**config.mk**
```make
export PLATFORM = sky130hd
export DESIGN_NAME = mem_stage_ctrl_flat
export DESIGN_NICKNAME = d
export VERILOG_FILES = /design/src/rtl/mem_stage_ctrl_if.sv /design/src/rtl/mem_stage_ctrl.sv /design/src/flat_wrapper.sv
export SDC_FILE = /design/constraint.sdc
export NUM_CORES = 1
export LEC_CHECK = 0
export CORE_AREA = 2 2 116 118
export CTS_CLUSTER_DIAMETER = 100
export DETAILED_ROUTE_END_ITERATION = 8
export DIE_AREA = 0 0 118 120
export GPL_TIMING_DRIVEN = 0
export PLACE_DENSITY = 0.65
export SLEW_MARGIN = 5
export SYNTH_ARGS = -nofsm -noshare
export SYNTH_HDL_FRONTEND = slang
export SYNTH_SLANG_ARGS = --single-unit
```
**constraint.sdc**
```tcl
create_clock -name CLK -period 2.72 [get_ports CLK]
set_input_delay 0.272 -clock CLK [delete_from_list [all_inputs] [get_ports CLK]]
set_output_delay 0.272 -clock CLK [all_outputs]
set_load 0.02 [all_outputs]
```
**src/rtl/mem_stage_ctrl_if.sv**
```systemverilog
// Data-memory port between the memory-stage controller and the data cache.
// Latency: none, plain wires; the cache answers with dhit in the same cycle it completes.
// Backpressure: the request is held until dhit; the controller stalls upstream meanwhile.
interface mem_stage_ctrl_if;
  logic        dmemREN;
  logic        dmemWEN;
  logic [31:0] dmemaddr;
  logic [31:0] dmemstore;
  logic        dhit;
  logic [31:0] dmemload;

  // Controller side: issues requests, receives completion and load data.
  modport master (
    output dmemREN,
    output dmemWEN,
    output dmemaddr,
    output dmemstore,
    input  dhit,
    input  dmemload
  );

  // Cache side: receives requests, reports completion and load data.
  modport slave (
    input  dmemREN,
    input  dmemWEN,
    input  dmemaddr,
    input  dmemstore,
    output dhit,
    output dmemload
  );
endinterface

```
**src/rtl/mem_stage_ctrl.sv**
```systemverilog
// Memory-stage controller: issues loads/stores from EX/MEM, fills MEM/WB, latches HALT.
// Latency: 1 cycle to MEM/WB on a cache hit; each miss cycle adds one stall and one bubble.
// Backpressure: mem_stall freezes the upstream pipeline while a request waits for dhit.
module mem_stage_ctrl #(
  parameter int STALL_CNT_W = 16
) (
  input  logic                   CLK,
  input  logic                   RST,
  input  logic [1:0]             memtoreg_in,
  input  logic                   regwrite_in,
  input  logic                   dmemREN_in,
  input  logic                   dmemWEN_in,
  input  logic                   halt_in,
  input  logic [31:0]            aluResult_in,
  input  logic [31:0]            rdat2_in,
  input  logic [31:0]            npc_in,
  input  logic [31:0]            upper16_in,
  input  logic [4:0]             branchDest_in,
  mem_stage_ctrl_if.master       dmem,
  output logic                   mem_stall,
  output logic                   wb_regwrite,
  output logic [4:0]             wb_dest,
  output logic [31:0]            wb_data,
  output logic                   wb_halt,
  output logic [STALL_CNT_W-1:0] stall_cnt
);

  typedef enum logic [1:0] {
    IDLE   = 2'd0,
    WAIT   = 2'd1,
    HALTED = 2'd2
  } state_t;

  localparam logic [STALL_CNT_W-1:0] CNT_MAX = '1;
  localparam logic [STALL_CNT_W-1:0] CNT_ONE = STALL_CNT_W'(1);

  state_t      state;
  state_t      next_state;
  logic        req;
  logic [31:0] wb_sel;

  // State register; reset always returns to IDLE, dropping any pending request.
  always_ff @(posedge CLK) begin
    if (RST) begin
      state <= IDLE;
    end else begin
      state <= next_state;
    end
  end

  // Request generation, stall and next state. A halted core issues nothing.
  always_comb begin
    next_state      = state;
    req             = 1'b0;
    dmem.dmemREN    = 1'b0;
    dmem.dmemWEN    = 1'b0;
    dmem.dmemaddr   = 32'h0;
    dmem.dmemstore  = 32'h0;
    mem_stall       = 1'b0;

    if (state != HALTED) begin
      req = dmemREN_in | dmemWEN_in;
    end

    if (req) begin
      // A store takes priority when both enables are set.
      dmem.dmemWEN   = dmemWEN_in;
      dmem.dmemREN   = dmemREN_in & ~dmemWEN_in;
      dmem.dmemaddr  = aluResult_in;
      dmem.dmemstore = rdat2_in;
    end

    mem_stall = req & ~dmem.dhit;

    unique case (state)
      IDLE: begin
        if (mem_stall) begin
          next_state = WAIT;
        end else if (halt_in) begin
          next_state = HALTED;
        end
      end
      WAIT: begin
        // Inputs are frozen while stalled; leaving on a lost request is only a safety net.
        if (dmem.dhit || !req) begin
          next_state = halt_in ? HALTED : IDLE;
        end
      end
      HALTED: begin
        next_state = HALTED;
      end
      default: begin
        next_state = IDLE;
      end
    endcase
  end

  // Write-back source select; load data is only meaningful in the dhit cycle,
  // which is the only cycle a load can reach MEM/WB without stalling.
  always_comb begin
    wb_sel = aluResult_in;
    unique case (memtoreg_in)
      2'b00: wb_sel = aluResult_in;
      2'b01: wb_sel = dmem.dmemload;
      2'b10: wb_sel = npc_in;
      2'b11: wb_sel = upper16_in;
      default: wb_sel = aluResult_in;
    endcase
  end

  // MEM/WB register: capture when flowing, bubble when stalled, park when halted.
  always_ff @(posedge CLK) begin
    if (RST) begin
      wb_regwrite <= 1'b0;
      wb_dest     <= 5'd0;
      wb_data     <= 32'h0;
      wb_halt     <= 1'b0;
    end else if (state == HALTED) begin
      wb_regwrite <= 1'b0;
      wb_halt     <= 1'b1;
    end else if (mem_stall) begin
      wb_regwrite <= 1'b0;
    end else begin
      wb_regwrite <= regwrite_in;
      wb_dest     <= branchDest_in;
      wb_data     <= wb_sel;
      wb_halt     <= halt_in;
    end
  end

  // Saturating count of stalled cycles for performance debug.
  always_ff @(posedge CLK) begin
    if (RST) begin
      stall_cnt <= '0;
    end else if (mem_stall && (stall_cnt != CNT_MAX)) begin
      stall_cnt <= stall_cnt + CNT_ONE;
    end
  end

endmodule

```
**src/flat_wrapper.sv**
```systemverilog
// flat-port wrapper written by rule: the top's interface ports become plain ports
module mem_stage_ctrl_flat 
#(
  parameter int STALL_CNT_W = 16
)
  (CLK, RST, memtoreg_in, regwrite_in, dmemREN_in, dmemWEN_in, halt_in, aluResult_in, rdat2_in, npc_in, upper16_in, branchDest_in, mem_stall, wb_regwrite, wb_dest, wb_data, wb_halt, stall_cnt, dmem_dmemREN, dmem_dmemWEN, dmem_dmemaddr, dmem_dmemstore, dmem_dhit, dmem_dmemload);
  mem_stage_ctrl_if dmem_i ();
  input  logic CLK;
  input  logic RST;
  input  logic [1:0] memtoreg_in;
  input  logic regwrite_in;
  input  logic dmemREN_in;
  input  logic dmemWEN_in;
  input  logic halt_in;
  input  logic [31:0] aluResult_in;
  input  logic [31:0] rdat2_in;
  input  logic [31:0] npc_in;
  input  logic [31:0] upper16_in;
  input  logic [4:0] branchDest_in;
  output logic mem_stall;
  output logic wb_regwrite;
  output logic [4:0] wb_dest;
  output logic [31:0] wb_data;
  output logic wb_halt;
  output logic [STALL_CNT_W-1:0] stall_cnt;
  output wire logic [$bits(dmem_i.dmemREN)-1:0] dmem_dmemREN;
  output wire logic [$bits(dmem_i.dmemWEN)-1:0] dmem_dmemWEN;
  output wire logic [$bits(dmem_i.dmemaddr)-1:0] dmem_dmemaddr;
  output wire logic [$bits(dmem_i.dmemstore)-1:0] dmem_dmemstore;
  input wire logic [$bits(dmem_i.dhit)-1:0] dmem_dhit;
  input wire logic [$bits(dmem_i.dmemload)-1:0] dmem_dmemload;
  assign dmem_dmemREN = dmem_i.dmemREN;
  assign dmem_dmemWEN = dmem_i.dmemWEN;
  assign dmem_dmemaddr = dmem_i.dmemaddr;
  assign dmem_dmemstore = dmem_i.dmemstore;
  assign dmem_i.dhit = dmem_dhit;
  assign dmem_i.dmemload = dmem_dmemload;
  mem_stage_ctrl #(.STALL_CNT_W(STALL_CNT_W)) u_core (.CLK(CLK), .RST(RST), .memtoreg_in(memtoreg_in), .regwrite_in(regwrite_in), .dmemREN_in(dmemREN_in), .dmemWEN_in(dmemWEN_in), .halt_in(halt_in), .aluResult_in(aluResult_in), .rdat2_in(rdat2_in), .npc_in(npc_in), .upper16_in(upper16_in), .branchDest_in(branchDest_in), .dmem(dmem_i), .mem_stall(mem_stall), .wb_regwrite(wb_regwrite), .wb_dest(wb_dest), .wb_data(wb_data), .wb_halt(wb_halt), .stall_cnt(stall_cnt));
endmodule
```
==> reports/qor.csv <==
metric,value,unit
status,"finished, final reports clean",
clockPowerShare,36.7,%
synth_seq_cells,57,
wl_per_cell,18.7,um
place.gp.congestion,0.887,
htree_levels,3,
seqPwrFrac,28.0,%
drive_gt1_share,9.08,%
fillCellCount,1203,
nets,864,
synth_area_per_cell,8.79,um^2
finalHoldViolCount,0,
finalPower,3.34,mW
worst_pin_slew,832,ps
async_flop_share,0,%
cts_buffer_depth,2,
coreArea,13000,um^2
critPathMostFrequentCell,clkdlybuf4s50_1,
start_kind,primary input,
drtIter0Drc,204,
syn_area,3390,um^2
ys_dominant_reg_cell,dfxtp_1,
synth_nets,561,
worst_path_max_delay_cell,clkdlybuf4s50_1,
drv_cap,0,
maxSlewViolCount,0,
p_sw,1.00,mW
multiInputGateArea,2100,um^2
placed_area,6540,um^2
grt_pass1_wl,24500,um
swShare,29.9,%
p_leak,2.64,nW
drcViolationCount,0,
synth-edff-count,0,
gr-total-overflow,0,
intPower,2.34,mW
slew_headroom,44.0,%
cts_root_buf,clkbuf_16,
clk_pin_slew,50,ps
cts_tree,built,
design_area,6880,um^2
drt_wl_total,16400,um
postCtsSetupBuffers,0,
critPathTopFamily,buffers and inverters,
critPathMaxStageDelay,610,ps
fmax,387,MHz
worst_clock_skew,11.6,ps
cts_sinks,57,
grt_pass1_vias,4339,
ys_warn_count,0,
vias_per_cell,4.87,
path_cells,"clkdlybuf4s50_1, or2_2, buf_2, clkbuf_1, and3_1, clkdlybuf4s50_1",
io_pins,296,
comb_power_share,35.2,%
dieWidth,118,um
finalCritPeriodShare,95.1,%
crit_type,in2out,
cts_inserted_buffers,9,
hold_buffers,0,
io_buffer_count,292,
fin_util,53.0,%
synth_cell_types,35,
hold_path_class,in2reg,
finalSetupViolCount,0,
worst-path-buf-inv,4,
worstPathArrival,2320,ps
ys_seq_area_share,33.6,%
crit_fanout,10,
period_needed,2590,ps
grt_max_degree,13,
place_hpwl,13400,um
fp.dieH,120,um
powerDensity,486,nW/um^2
ant_nets,0,
regArea,1140,um^2
vdd_ir_drop_max,0.301,mV
via_count,4254,
cp-end-kind,output port,
synth_cells,386,
dr.pass1.iters,6,
areaGrowthSynthToFinish,103,%
die_area,14200,um^2
rsz0062_at_grt,no,
required,2450,ps
grt_usage,22.5,%
antenna_found_initial,3,
start_util,26.2,%
std_cell_rows,42,
clock_latency,330,ps
## worst paths after layout
path | startpoint | endpoint | slack (ps) | cells past startpoint
worst max register to register | u_core.state[1] | u_core.wb_data[15] | 540 | 7
worst min register to register | u_core.wb_data[0] | u_core.wb_data[0] | 450 | 2
worst min-delay path | RST | u_core.stall_cnt[14] | 350 | 2
worst max-delay path | dmemWEN_in | dmem_dmemstore[8] | 130 | 6
## synthesized netlist by cell type (2+ instances only)
cell type / count / share of area (%)
nand4_1: 7 / 1.3
mux4_2: 32 / 21
buf_1: 4 / 0.44
and2_1: 2 / 0.37
or4_1: 2 / 0.44
xnor2_1: 4 / 1.0
and3_1: 65 / 12
or2_2: 2 / 0.37
nor2_1: 16 / 1.8
nand2_1: 80 / 8.8
xor2_1: 6 / 1.5
o21ai_0: 3 / 0.44
a21oi_1: 43 / 6.3
dfxtp_1: 57 / 34
nor3_1: 6 / 0.88
nor3b_1: 2 / 0.44
clkbuf_1: 28 / 3.1
buf_2: 4 / 0.59
or3_1: 3 / 0.55
nand3_1: 5 / 0.74
## layer usage
metal  up-vias  wire length (um)  track usage (%)
li1       2009                 -                -
met1      2011              6300             25.2
met2       199              8150             38.5
met3        35              1320             8.46
met4         0               577             9.11
met5         -                 0                0
## cell usage in the layout, fill, tap and decap left out, types with 2 or more instances in the layout
cell type,synthesis,layout
bufinv_16,0,2
buf_1,4,4
diode_2,0,3
nor3_1,6,6
dfxtp_1,57,57
nor3b_1,2,2
o21ai_0,3,3
xor2_1,6,6
clkbuf_16,0,9
nor2_1,16,16
or2_2,2,2
clkinv_4,0,3
clkdlybuf4s50_1,0,292
and3_1,65,65
xnor2_1,4,4
nand4_1,7,7
nand2_1,80,80
clkbuf_1,28,24
clkbuf_2,0,4
mux4_2,32,32
buf_2,4,4
nand3_1,5,5
or4_1,2,2
a21oi_1,43,43
and2_1,2,2
or3_1,3,3
## final cells by class
| cell class | instances | area share (%) |
|---|---|---|
| antenna | 3 | 0.109 |
| buffer | 36 | 2.11 |
| clock buffer | 9 | 3.27 |
| clock inverter | 7 | 1.49 |
| inverter | 2 | 0.127 |
| multi-input combinational | 291 | 30.6 |
| sequential | 57 | 16.6 |
| tap | 176 | 3.20 |
| timing repair buffer | 292 | 42.5 |
## sequential cells by signal, indices dropped and copies added, names as in the netlist
name,flops
u_core.wb_data,32
u_core.stall_cnt,16
u_core.wb_dest,5
u_core.state,2
u_core.wb_halt,1
u_core.wb_regwrite,1
## cells by family (layout without fill, tap and decap cells)
group                      count (synthesis)  after routing  synth area share [%]
buffers and inverters                     38            346                  4.39
adders and majority gates                  1              1                 0.369
other                                      0              3                     0
AOI/OAI and AO/OA                         48             48                  7.22
and+or+nand+nor                          199            199                  30.3
xor gates and xnor gates                  10             10                  2.58
DFF                                       57             57                  33.6
muxes                                     33             33                  21.5
## power groups by stage
stage / clock [mW] / combinational [mW] / sequential (mW)
3_5_place_dp: 0 / 1.18 / 0.954
6_report: 1.23 / 1.18 / 0.937
3_3_place_gp: 0 / 1.17 / 0.950
5_1_grt: 1.29 / 1.25 / 0.945
2_1_floorplan: 0 / 0.447 / 1.03
4_1_cts: 1.25 / 1.19 / 0.937
## timing repair
action	in CTS	in global routing
endpoints found under the setup margin	14	24
gates cloned	0	0
gates resized for setup	2	4
## metrics by stage
step	worst slack, ps	hold slack [ps]	setup TNS, ps	instances
after floorplan	625	408	0	386
after global placement	-32.3	443	-418	854
after detailed placement	-92.3	447	-1430	854
after CTS	20.7	349	0	870
after global routing	36.0	392	0	872
final	133	354	0	873
(Power assumes the default switching activity.)
